==> src/rtl/sprite_pkg.sv <==
// Shared constants and types for the sprite compositor pixel stage.
package sprite_pkg;

  localparam int H_VISIBLE = 640;
  localparam int V_VISIBLE = 480;

  // RGB565 field MSB positions; the top 4 bits of each field are kept.
  localparam int R_MSB = 15;
  localparam int G_MSB = 10;
  localparam int B_MSB = 4;

  localparam logic [15:0] TRANSPARENT_KEY_DEFAULT = 16'hF81F;
  localparam logic [11:0] DEBUG_COLOR             = 12'h0F0;

  typedef logic [11:0] rgb444_t;

  function automatic rgb444_t rgb565_to_444(input logic [15:0] pix);
    return {pix[R_MSB -: 4], pix[G_MSB -: 4], pix[B_MSB -: 4]};
  endfunction

endpackage

==> src/rtl/sprite_compositor_sync_delay.sv <==
// Parameterised N-stage shift register with a synchronous reset value.
module sync_delay #(
  parameter int               WIDTH     = 1,
  parameter int               STAGES    = 2,
  parameter logic [WIDTH-1:0] RESET_VAL = '0
) (
  input  logic             clk,
  input  logic             rst,
  input  logic [WIDTH-1:0] d,
  output logic [WIDTH-1:0] q
);

  logic [WIDTH-1:0] stage_reg [STAGES];

  for (genvar gi = 0; gi < STAGES; gi++) begin : g_stage
    if (gi == 0) begin : g_first
      always_ff @(posedge clk) begin
        if (rst) stage_reg[gi] <= RESET_VAL;
        else     stage_reg[gi] <= d;
      end
    end else begin : g_rest
      always_ff @(posedge clk) begin
        if (rst) stage_reg[gi] <= RESET_VAL;
        else     stage_reg[gi] <= stage_reg[gi-1];
      end
    end
  end

  assign q = stage_reg[STAGES-1];

endmodule

==> src/rtl/sprite_compositor.sv <==
// Two-stage sprite compositor: hit test against the frame-latched position, then colour keying.
// Optional green bounding-box outline when SPRITE_BBOX_DEBUG_EN is defined.
module sprite_compositor
  import sprite_pkg::*;
#(
  parameter logic [15:0] TRANSPARENT_KEY = TRANSPARENT_KEY_DEFAULT,
  parameter logic [11:0] BG_COLOR        = 12'h000,
  parameter logic [9:0]  INIT_X          = 10'd320,
  parameter logic [9:0]  INIT_Y          = 10'd240,
  parameter bit          SYNC_ACTIVE_LOW = 1'b1
) (
  input  logic        clk,
  input  logic        rst,
  input  logic [9:0]  pixel_x,
  input  logic [9:0]  pixel_y,
  input  logic        video_on,
  input  logic        hsync_in,
  input  logic        vsync_in,
  input  logic [9:0]  player_x_in,
  input  logic [9:0]  player_y_in,
  input  logic [15:0] sprite_width,
  input  logic [15:0] sprite_height,
  input  logic [15:0] rom_data,
  output logic [9:0]  posx,
  output logic [9:0]  posy,
  output logic [3:0]  vga_r,
  output logic [3:0]  vga_g,
  output logic [3:0]  vga_b,
  output logic        hsync,
  output logic        vsync,
  output logic        frame_tick
);

  localparam logic SYNC_IDLE   = SYNC_ACTIVE_LOW ? 1'b1 : 1'b0;
  localparam logic SYNC_ACTIVE = ~SYNC_IDLE;

  // Frame latch
  logic [9:0] posx_reg, posy_reg;
  logic       vsync_prev_reg;
  logic       frame_tick_reg;
  logic       vsync_edge;

  assign vsync_edge = (vsync_in == SYNC_ACTIVE) && (vsync_prev_reg != SYNC_ACTIVE);

  always_ff @(posedge clk) begin
    if (rst) begin
      posx_reg       <= INIT_X;
      posy_reg       <= INIT_Y;
      vsync_prev_reg <= SYNC_IDLE;
      frame_tick_reg <= 1'b0;
    end else begin
      vsync_prev_reg <= vsync_in;
      frame_tick_reg <= vsync_edge;
      if (vsync_edge) begin
        posx_reg <= player_x_in;
        posy_reg <= player_y_in;
      end
    end
  end

  assign posx       = posx_reg;
  assign posy       = posy_reg;
  assign frame_tick = frame_tick_reg;

  // Stage 1: hit test in the cycle the ROM is reading the same pixel
  logic [10:0] dx, dy;
  logic        hit_next;
  logic        hit1_reg;
  logic        video_q;

  assign dx = {1'b0, pixel_x} - {1'b0, posx_reg};
  assign dy = {1'b0, pixel_y} - {1'b0, posy_reg};

  // The >= guards stop an underflowed dx/dy from looking like a small offset.
  assign hit_next = (pixel_x >= posx_reg) && (pixel_y >= posy_reg) &&
                    ({5'b0, dx} < sprite_width) && ({5'b0, dy} < sprite_height);

  always_ff @(posedge clk) begin
    if (rst) hit1_reg <= 1'b0;
    else     hit1_reg <= hit_next;
  end

  sync_delay #(
    .WIDTH    (1),
    .STAGES   (1),
    .RESET_VAL(1'b0)
  ) u_video_delay (
    .clk(clk),
    .rst(rst),
    .d  (video_on),
    .q  (video_q)
  );

  sync_delay #(
    .WIDTH    (2),
    .STAGES   (2),
    .RESET_VAL({SYNC_IDLE, SYNC_IDLE})
  ) u_sync_delay (
    .clk(clk),
    .rst(rst),
    .d  ({hsync_in, vsync_in}),
    .q  ({hsync, vsync})
  );

`ifdef SPRITE_BBOX_DEBUG_EN
  logic edge_next;
  logic edge1_reg;

  assign edge_next = (dx == 11'd0) || (dy == 11'd0) ||
                     ({5'b0, dx} == sprite_width - 16'd1) ||
                     ({5'b0, dy} == sprite_height - 16'd1);

  always_ff @(posedge clk) begin
    if (rst) edge1_reg <= 1'b0;
    else     edge1_reg <= edge_next;
  end
`endif

  // Stage 2: colour selection against the ROM pixel for the same position
  rgb444_t rgb_reg, rgb_next;
  logic    opaque;

  assign opaque = hit1_reg && (rom_data != TRANSPARENT_KEY);

  always_comb begin
    rgb_next = BG_COLOR;
    if (!video_q) begin
      rgb_next = '0;
`ifdef SPRITE_BBOX_DEBUG_EN
    end else if (hit1_reg && edge1_reg) begin
      rgb_next = DEBUG_COLOR;
`endif
    end else if (opaque) begin
      rgb_next = rgb565_to_444(rom_data);
    end
  end

  always_ff @(posedge clk) begin
    if (rst) rgb_reg <= '0;
    else     rgb_reg <= rgb_next;
  end

  assign vga_r = rgb_reg[11:8];
  assign vga_g = rgb_reg[7:4];
  assign vga_b = rgb_reg[3:0];

endmodule

==> config.mk <==
export PLATFORM = sky130hd
export DESIGN_NAME = sprite_compositor
export DESIGN_NICKNAME = d
export VERILOG_FILES = /design/src/rtl/sprite_pkg.sv /design/src/rtl/sprite_compositor_sync_delay.sv /design/src/rtl/sprite_compositor.sv
export SDC_FILE = /design/constraint.sdc
export NUM_CORES = 1
export LEC_CHECK = 0
export ABC_AREA = 1
export BUFFER_PORTS_ARGS = -buffer_cell sky130_fd_sc_hd__buf_4
export CORE_UTILIZATION = 51
export DETAILED_ROUTE_END_ITERATION = 10
export GPL_TIMING_DRIVEN = 0
export PLACE_DENSITY = 0.86
export REMOVE_ABC_BUFFERS = 1
export SLEW_MARGIN = 30
export SYNTH_ARGS = -nofsm -noshare
export SYNTH_HDL_FRONTEND = slang
export SYNTH_SLANG_ARGS = --single-unit
==> constraint.sdc <==
create_clock -name clk -period 4.6 [get_ports clk]
set_input_delay 1.38 -clock clk [delete_from_list [all_inputs] [get_ports clk]]
set_output_delay 1.38 -clock clk [all_outputs]
set_load 0.01 [all_outputs]
==> flow_summary.yaml, run 1 <==
detailed_routing:
  drtIter0Drc: 148
  postRouteAntennaNets: 0
  route.detailed.drc: 0
  avgRoutedWirePerCell_um: 11.9
  dr.pass1.iters: 4
  routed_wl_um: 7050
  via_per_inst: 4.89
  num_vias: 2899
synth:
  syn_inst: 394
  synth_area_um2: 2770
  yosysWarnings: 0
  postSynthAreaPerCell_um2: 7.02
  ys_ff_latch: 39
  yosysSeqAreaShare_pct: 28.2
  synth_cell_type_count: 30
critical_path:
  critPathLaunch: "pixel_y[0]"
  worst-setup-path-type: "in2reg"
  timing.rr.start: "posy[0]$_SDFFE_PP0P_"
  required_ns: 4.80
  worstPathMaxFanout: 2
  cp-end-kind: "flop"
  crit_path_start_kind: "primary input"
  reg2reg_slack_ns: 2.06
  arrival_ns: 3.60
global_routing:
  grt_usage_pct: 25.2
  antenna_found_initial: 0
  grt_max_degree: 27
  grt_pass1_vias: 2642
  grt_pass1_wl_um: 11000
  grt_overflow: 0
layout:
  postLayoutCellArea_um2: 3890
  n_antenna_cell: 0
  final_nets: 657
  layout-drive-gt1-share_pct: 28.5
  fin_cells: 593
  synthToLayoutAreaGrowth_pct: 40.7
  largest_register_ffs: 12
sta:
  timing.hold.ws_ns: 0.423
  final_hold_viol_count: 0
  fmax_ghz: 0.294
  tightest_slew_ns: 0.730
  max_slew_margin_pct: 51.3
  grt_setup_unrepaired: "no"
  finalCriticalPeriod_ns: 3.41
  maxSlewViolCount: 0
  fin_ws_ns: 1.19
  tns_ns: 0
  setup_viol: 0
  fin_crit_sh_pct: 74.0
  fin_skew_ns: 0.00233
clock_tree:
  hold_buffers: 0
  htreeDepth: 2
  cts_resized: 0
  cts_buffers: 5
  cts_max_path_buffers: 2
  cts_setup_buffers: 0
  cts_root_buffer: "clkbuf_8"
  cts_tree: "done"
  clkLatencyLatePin_ns: 0.30
  path_clk_slew_ns: 0.08
  cts_sinks: 39
power_and_ir_drop:
  switching_share_pct: 32.6
  leakage_uw: 0.00220
  vdd_ir_drop_max_mv: 0.162
  power.internal_uw: 707
  p_clk_share_pct: 27.6
  power_frac_comb_pct: 37.7
  power.density_nw_per_um2: 270
  seq_power_share_pct: 34.7
  power_switching_uw: 342
placed_design:
  hpwl_um: 5820
  dpl_cell_area_um2: 3780
  post-place-ws_ns: 0.881
  place_congestion: 0.892
  post-place-cells: 585
  port_buffers: 127
floorplan:
  num_rows: 26
  dieWidth_um: 75.7
  top_level_ports: 128
  start_util_pct: 53.5
  fp.dieH_um: 75.7
  coreArea_um2: 5170
  die_area_um2: 5720
job:
  cap_viol_max_count: 0
worst_hold_path:
  hold_path_class: "reg2reg"
  holdCritStartpoint: "u_sync_delay.stage_reg[0][1]$_SDFF_PP1_"
outcome:
  status: "complete, no violations"
==> synth_stat cells <==
| master | n | area share [%] |
|---|---|---|
| a21boi_0 | 1 | 0.27 |
| a21boi_1 | 1 | 0.27 |
| a21o_1 | 1 | 0.27 |
| a21oi_1 | 34 | 6.2 |
| a21oi_2 | 1 | 0.32 |
| a31oi_1 | 3 | 0.68 |
| buf_2 | 4 | 0.72 |
| clkbuf_1 | 2 | 0.27 |
| dfxtp_1 | 39 | 28 |
| fa_1 | 2 | 1.4 |
| ha_1 | 40 | 18 |
| inv_1 | 81 | 11 |
| inv_2 | 1 | 0.14 |
| nand2_1 | 76 | 10 |
| nand2_2 | 5 | 1.1 |
| nand3_1 | 10 | 1.8 |
| nand4_1 | 4 | 0.90 |
| nor2_1 | 37 | 5.0 |
| nor2_2 | 1 | 0.23 |
| nor3_1 | 3 | 0.54 |
| nor4_1 | 1 | 0.23 |
| nor4b_1 | 1 | 0.32 |
| o211ai_1 | 6 | 1.6 |
| o21a_1 | 2 | 0.54 |
| o21ai_0 | 15 | 2.7 |
| o21ai_2 | 2 | 0.63 |
| o21bai_1 | 3 | 0.81 |
| or2_2 | 4 | 0.90 |
| xnor2_1 | 4 | 1.3 |
| xor2_1 | 10 | 3.2 |
==> cells in the final DEF, fill, tap and decap left out, types with 5 or more instances in the layout <==
cell type	n
clkbuf_8	5
nor2_1	37
nand2_1	76
nand2_2	5
xor2_1	10
dfxtp_1	39
o21ai_0	15
buf_4	127
ha_1	40
a21oi_1	34
o211ai_1	6
inv_1	81
nand3_1	10
==> power groups by stage <==
stage / Sequential, µW / Combinational, µW / Clock [µW]
CTS: 364 / 398 / 294
finish: 364 / 396 / 290
global placement: 371 / 377 / 0
floorplan: 378 / 243 / 0
global route: 366 / 453 / 311
detailed placement: 372 / 395 / 0
==> cell type report <==
type / count / area (µm²)
multi-input cells: 267 / 1650
fillers: 423 / 1280
repair buffers: 127 / 953
flip-flops and latches: 39 / 781
inverters: 82 / 308
well taps: 70 / 87.6
clock buffers: 5 / 68.8
clock inverters: 3 / 43.8
==> per-stage QoR <==
step | total power [µW] | util (%)
finish | 1050 | 75.3
global route | 1130 | 75.3
CTS | 1060 | 75.3
detailed placement | 767 | 73.1
global placement | 748 | 73.1
floorplan | 621 | -
==> metal layers <==
layer	GRT usage (%)	share of wire, %	vias up
li1	-	-	1497
met3	3.44	3.7	15
met4	9.47	2.0	0
met1	28.1	41	1311
met2	48.4	53	76
met5	0	0	-
==> critical path, cell delays in order <==
cell and delay (ns):
buf_4 0.10, inv_1 0.04, ha_1 0.13, inv_1 0.06, fa_1 0.39, nand3_1 0.09
nand2_1 0.10, a21oi_2 0.20, o21ai_2 0.09, xor2_1 0.15, ha_1 0.28, nand2_1 0.04
nor4b_1 0.29, nand2_1 0.09, nand2_1 0.10, nor2_1 0.05
==> cells by family after synthesis <==
kind of cell | Yosys count | share of synthesized area, %
flip-flops | 39 | 28.2
adder cells (fa/ha/maj) | 42 | 19.5
AND/OR/NAND/NOR | 142 | 21.4
XOR/XNOR | 14 | 4.43
AO/OA/AOI/OAI | 69 | 14.3
buffers and inverters | 88 | 12.1
==> final timing paths <==
check / cells after the start / end
hold / removal: 1 / u_sync_delay.stage_reg[1][1]$_SDFF_PP1_
setup / recovery: 16 / hit1_reg$_SDFF_PP0_
setup reg to reg: 14 / hit1_reg$_SDFF_PP0_
hold reg to reg: 1 / u_sync_delay.stage_reg[1][1]$_SDFF_PP1_
No activity file was read; power rests on OpenSTA's default activity.
==> inputs of run 2 (changes only) <==
- CORE_UTILIZATION: 51 -> 43
- PLACE_DENSITY: 0.86 -> 0.77
- clock period: 4.6 -> 2.8 ns (I/O delays scaled with it)
==> flow_summary.yaml, run 2 (same netlist as run 1, synthesis figures left out) <==
sta:
  timing.hold.ws_ns: 0.412
  fin_skew_ns: 0.00256
  finalCriticalPeriod_ns: 2.75
  max_slew_margin_pct: 52.7
  maxSlewViolCount: 0
  fin_crit_sh_pct: 98.4
  fmax_ghz: 0.363
  final_hold_viol_count: 0
  setup_viol: 0
  tightest_slew_ns: 0.708
  grt_setup_unrepaired: "yes"
critical_path:
  required_ns: 2.99
  cp-end-kind: "flop"
  arrival_ns: 2.94
  worstPathMaxFanout: 2
  reg2reg_slack_ns: 0.31
  crit_path_start_kind: "primary input"
  rr_endpoint: "hit1_reg$_SDFF_PP0_"
  timing.rr.start: "posy[0]$_SDFFE_PP0P_"
  ff2ff_path_depth: 14
  worst-setup-path-type: "in2reg"
clock_tree:
  cts_root_buffer: "clkbuf_8"
  cts_sinks: 39
  htreeDepth: 2
  path_clk_slew_ns: 0.08
  cts_max_path_buffers: 2
  cts_buffers: 5
  clkLatencyLatePin_ns: 0.29
  cts_tree: "done"
layout:
  final_nets: 662
  fin_util_pct: 65.5
  largest_register_ffs: 12
  fin_cells: 603
  layout_commonest_cell: "buf_4"
  synthToLayoutAreaGrowth_pct: 43.6
  n_antenna_cell: 0
  final_cell_mix: "131 x buf_4, 79 x inv_1, 74 x nand2_1, 39 x ha_1, 39 x dfxtp_1"
  postLayoutCellArea_um2: 3970
  layout-drive-gt1-share_pct: 31.1
global_routing:
  grt_use_met3_pct: 2.64
  grt_max_degree: 27
  grt_use_met1_pct: 22.7
  grt_use_met2_pct: 40.4
  grt_pass1_wl_um: 10900
  grt_overflow: 0
  antenna_found_initial: 0
  grt_usage_pct: 20.9
  grt-busiest-layer: "met2"
  grt_pass1_vias: 2650
floorplan:
  die_area_um2: 6760
  top_level_ports: 128
  fp.dieH_um: 82.2
  dieWidth_um: 82.2
  num_rows: 28
  coreArea_um2: 6060
  start_util_pct: 45.6
placed_design:
  dpl_cell_area_um2: 3790
  port_buffers: 127
  post-place-cells: 590
  place_congestion: 0.869
  hpwl_um: 5850
power_and_ir_drop:
  power.internal_uw: 1090
  leakage_uw: 0.00221
  power_frac_comb_pct: 40.9
  power.density_nw_per_um2: 417
  p_clk_share_pct: 23.0
  vdd_ir_drop_max_mv: 0.223
  power_switching_uw: 567
  power.total_uw: 1650
  switching_share_pct: 34.3
  seq_power_share_pct: 36.2
detailed_routing:
  postRouteAntennaNets: 0
  route.detailed.drc: 0
  routed_wl_um: 7090
  drtIter0Drc: 82
  dr.pass1.iters: 4
  via_per_inst: 4.78
  num_vias: 2882
  avgRoutedWirePerCell_um: 11.8
outcome:
  status: "complete, no violations"
worst_hold_path:
  holdCritStartpoint: "u_sync_delay.stage_reg[0][1]$_SDFF_PP1_"
  hold_path_class: "reg2reg"
  whs_path_depth: 1
  hold_end: "u_sync_delay.stage_reg[1][1]$_SDFF_PP1_"
job:
  cap_viol_max_count: 0
## run 2: cell types whose count changed in the layout (fill, tap and decap cells not counted), sizes merged
cell      previous run  this run
clkinvlp             0         2
buf                127       132
bufinv               1         0
clkinv               2         1
## run 2: layer usage
layer | vias up | wire length, µm
met4 | 0 | 193
met5 | - | 0
met2 | 81 | 3640
li1 | 1514 | -
met3 | 13 | 318
met1 | 1274 | 2940
## run 2: timing repair
action / CTS / global route
setup endpoints to repair: 1 / 1
buffers inserted: 1 / 4
hold endpoints to repair: 0 / 0
hold buffers: 0 / 0
pin swaps: 1 / 11
gates resized for setup: 2 / 14
## run 2: final cells by class
type / instances / area (µm²)
fill: 557 / 2090
multi-input combinational: 267 / 1700
timing repair buffer: 132 / 995
sequential: 39 / 781
inverter: 82 / 313
tap: 75 / 93.8
clock buffer: 5 / 68.8
clock inverter: 3 / 20.0
## run 2: how the worst max path moves through the flow
stage	slack [ns]	from	endpoint	cells after the start
floorplan	-0.02	pixel_y[0]	hit1_reg$_SDFF_PP0_	15
global placement	-0.35	pixel_y[0]	hit1_reg$_SDFF_PP0_	16
detailed placement	-0.43	pixel_y[0]	hit1_reg$_SDFF_PP0_	16
CTS	0.002	pixel_y[0]	hit1_reg$_SDFF_PP0_	16
global route	-0.06	pixel_y[0]	hit1_reg$_SDFF_PP0_	16
finish	0.05	pixel_y[0]	hit1_reg$_SDFF_PP0_	16
## run 2: critical path, cell delays in order
cell	delay, ns
buf_6	0.10
inv_4	0.04
ha_4	0.13
inv_4	0.03
fa_2	0.40
nand3_2	0.10
nand2_4	0.06
a21oi_4	0.15
o21ai_2	0.09
xor2_1	0.17
ha_1	0.28
nand2_1	0.06
nor4b_2	0.27
nand2_1	0.09
nand2_2	0.09
nor2_1	0.04
## run 2: power by group through the flow
stage	Clock, µW	Combinational (µW)	Sequential, µW
floorplan	0	400	621
global placement	0	623	610
detailed placement	0	648	611
CTS	389	657	598
global route	406	773	601
finish	380	676	598
## run 2: per-stage QoR
step           setup WS [ns]  TNS, ns
2_1_floorplan        -0.0156  -0.0156
3_3_place_gp          -0.355   -0.355
3_5_place_dp          -0.430   -0.430
4_1_cts              0.00211        0
5_1_grt              -0.0572  -0.0572
6_report              0.0460        0
==> inputs of run 3 (changes only) <==
- PLACE_DENSITY: 0.77 -> 0.73
==> flow_summary.yaml, run 3 (same netlist as run 1, synthesis figures left out) <==
outcome:
  status: "complete, no violations"
critical_path:
  cp-end-kind: "flop"
  required_ns: 2.99
  arrival_ns: 2.94
  worst-setup-path-type: "in2reg"
  crit_path_start_kind: "primary input"
  ff2ff_path_depth: 14
  worstPathMaxFanout: 2
global_routing:
  grt_overflow: 0
  grt_pass1_vias: 2626
  grt_use_met1_pct: 25.3
  grt_pass1_wl_um: 11200
  grt-busiest-layer: "met2"
  grt_use_met3_pct: 1.98
  grt_use_met2_pct: 40.9
  grt_max_degree: 27
  grt_usage_pct: 21.4
  antenna_found_initial: 0
power_and_ir_drop:
  p_clk_share_pct: 27.1
  power_switching_uw: 571
  vdd_ir_drop_max_mv: 0.222
  power.internal_uw: 1180
  switching_share_pct: 32.7
  leakage_uw: 0.00221
  power.density_nw_per_um2: 440
  power_frac_comb_pct: 38.6
  seq_power_share_pct: 34.2
  power.total_uw: 1750
clock_tree:
  path_clk_slew_ns: 0.08
  clkLatencyLatePin_ns: 0.29
  hold_buffers: 0
  cts_tree: "done"
  cts_root_buffer: "clkbuf_8"
  htreeDepth: 2
  cts_buffers: 5
  cts_max_path_buffers: 2
  cts_sinks: 39
floorplan:
  fp.dieH_um: 82.2
  die_area_um2: 6760
  num_rows: 28
  coreArea_um2: 6060
  top_level_ports: 128
  dieWidth_um: 82.2
  start_util_pct: 45.6
sta:
  fin_skew_ns: 0.00550
  tightest_slew_ns: 0.761
  grt_setup_unrepaired: "yes"
  setup_viol: 0
  fin_ws_ns: 0.0549
  finalCriticalPeriod_ns: 2.75
  final_hold_viol_count: 0
  fin_crit_sh_pct: 98.0
  maxSlewViolCount: 0
  fmax_ghz: 0.364
  max_slew_margin_pct: 49.2
layout:
  largest_register_ffs: 12
  postLayoutCellArea_um2: 3970
  fin_util_pct: 65.5
  multiInputGateArea_um2: 1690
  layout-drive-gt1-share_pct: 31.0
  n_fill_cell: 559
  final_cell_mix: "129 x buf_4, 79 x inv_1, 73 x nand2_1, 39 x ha_1, 39 x dfxtp_1"
  layout_commonest_cell: "buf_4"
  n_antenna_cell: 0
  final_nets: 660
  seqCellArea_um2: 781
  synthToLayoutAreaGrowth_pct: 43.5
placed_design:
  post-place-ws_ns: -0.392
  dpl_cell_area_um2: 3790
  port_buffers: 127
  place_congestion: 0.912
  hpwl_um: 5910
detailed_routing:
  via_per_inst: 4.79
  num_vias: 2877
  route.detailed.drc: 0
  dr.pass1.iters: 4
  drtIter0Drc: 76
  avgRoutedWirePerCell_um: 12.1
  routed_wl_um: 7260
  postRouteAntennaNets: 0
worst_hold_path:
  hold_path_class: "reg2reg"
  whs_path_depth: 1
job:
  cap_viol_max_count: 0
[run 3: path summary, 6_finish.rpt]
check                                          start                                       to  slack (ns)
max                                       pixel_y[0]                      hit1_reg$_SDFF_PP0_        0.05
min          u_sync_delay.stage_reg[0][1]$_SDFF_PP1_  u_sync_delay.stage_reg[1][1]$_SDFF_PP1_        0.42
max reg2reg                     posy[0]$_SDFFE_PP0P_                      hit1_reg$_SDFF_PP0_        0.34
min reg2reg  u_sync_delay.stage_reg[0][1]$_SDFF_PP1_  u_sync_delay.stage_reg[1][1]$_SDFF_PP1_        0.42
[run 3: metal layers]
layer / share of wire (%) / up-vias / wire, µm
li1: - / 1506 / -
met1: 42 / 1285 / 3060
met2: 53 / 80 / 3820
met3: 4.2 / 6 / 303
met4: 1.0 / 0 / 74
met5: 0 / - / 0
[run 3: stage by stage]
step	hold WS (ns)	TNS (ns)	instances
after floorplan	0.389	-0.0156	388
after global placement	0.394	-0.376	590
after detailed placement	0.403	-0.392	590
after CTS	0.423	0	598
after global routing	0.442	-0.0543	601
final	0.423	0	601
[run 3: repair_timing]
action	CTS	global route
gates cloned	0	0
endpoints found under the setup margin	1	1
gates resized for setup	2	13
pin swaps	1	10
buffers inserted	0	3
[run 3: power by group through the flow]
stage	clock (µW)	combinational, µW	sequential, µW
after floorplan	0	400	621
after global placement	0	625	609
after detailed placement	0	651	610
after CTS	483	657	597
after global routing	510	765	601
final	474	674	597
[run 3: cell type report]
type | instances | area share (%)
tap | 75 | 2.36
timing repair buffer | 130 | 24.7
multi-input combinational | 267 | 42.6
clock inverter | 3 | 1.10
inverter | 82 | 7.88
sequential | 39 | 19.7
clock buffer | 5 | 1.73
[run 3: worst max-delay path, stage by stage]
cell and delay (ns):
buf_6 0.10, inv_4 0.05, ha_4 0.13, inv_4 0.03, fa_2 0.39, nand3_2 0.07
nand2_2 0.07, a21oi_2 0.16, o21ai_2 0.10, xor2_1 0.15, ha_1 0.30, nand2_2 0.06
nor4b_2 0.26, nand2_1 0.09, nand2_2 0.10, nor2_1 0.04
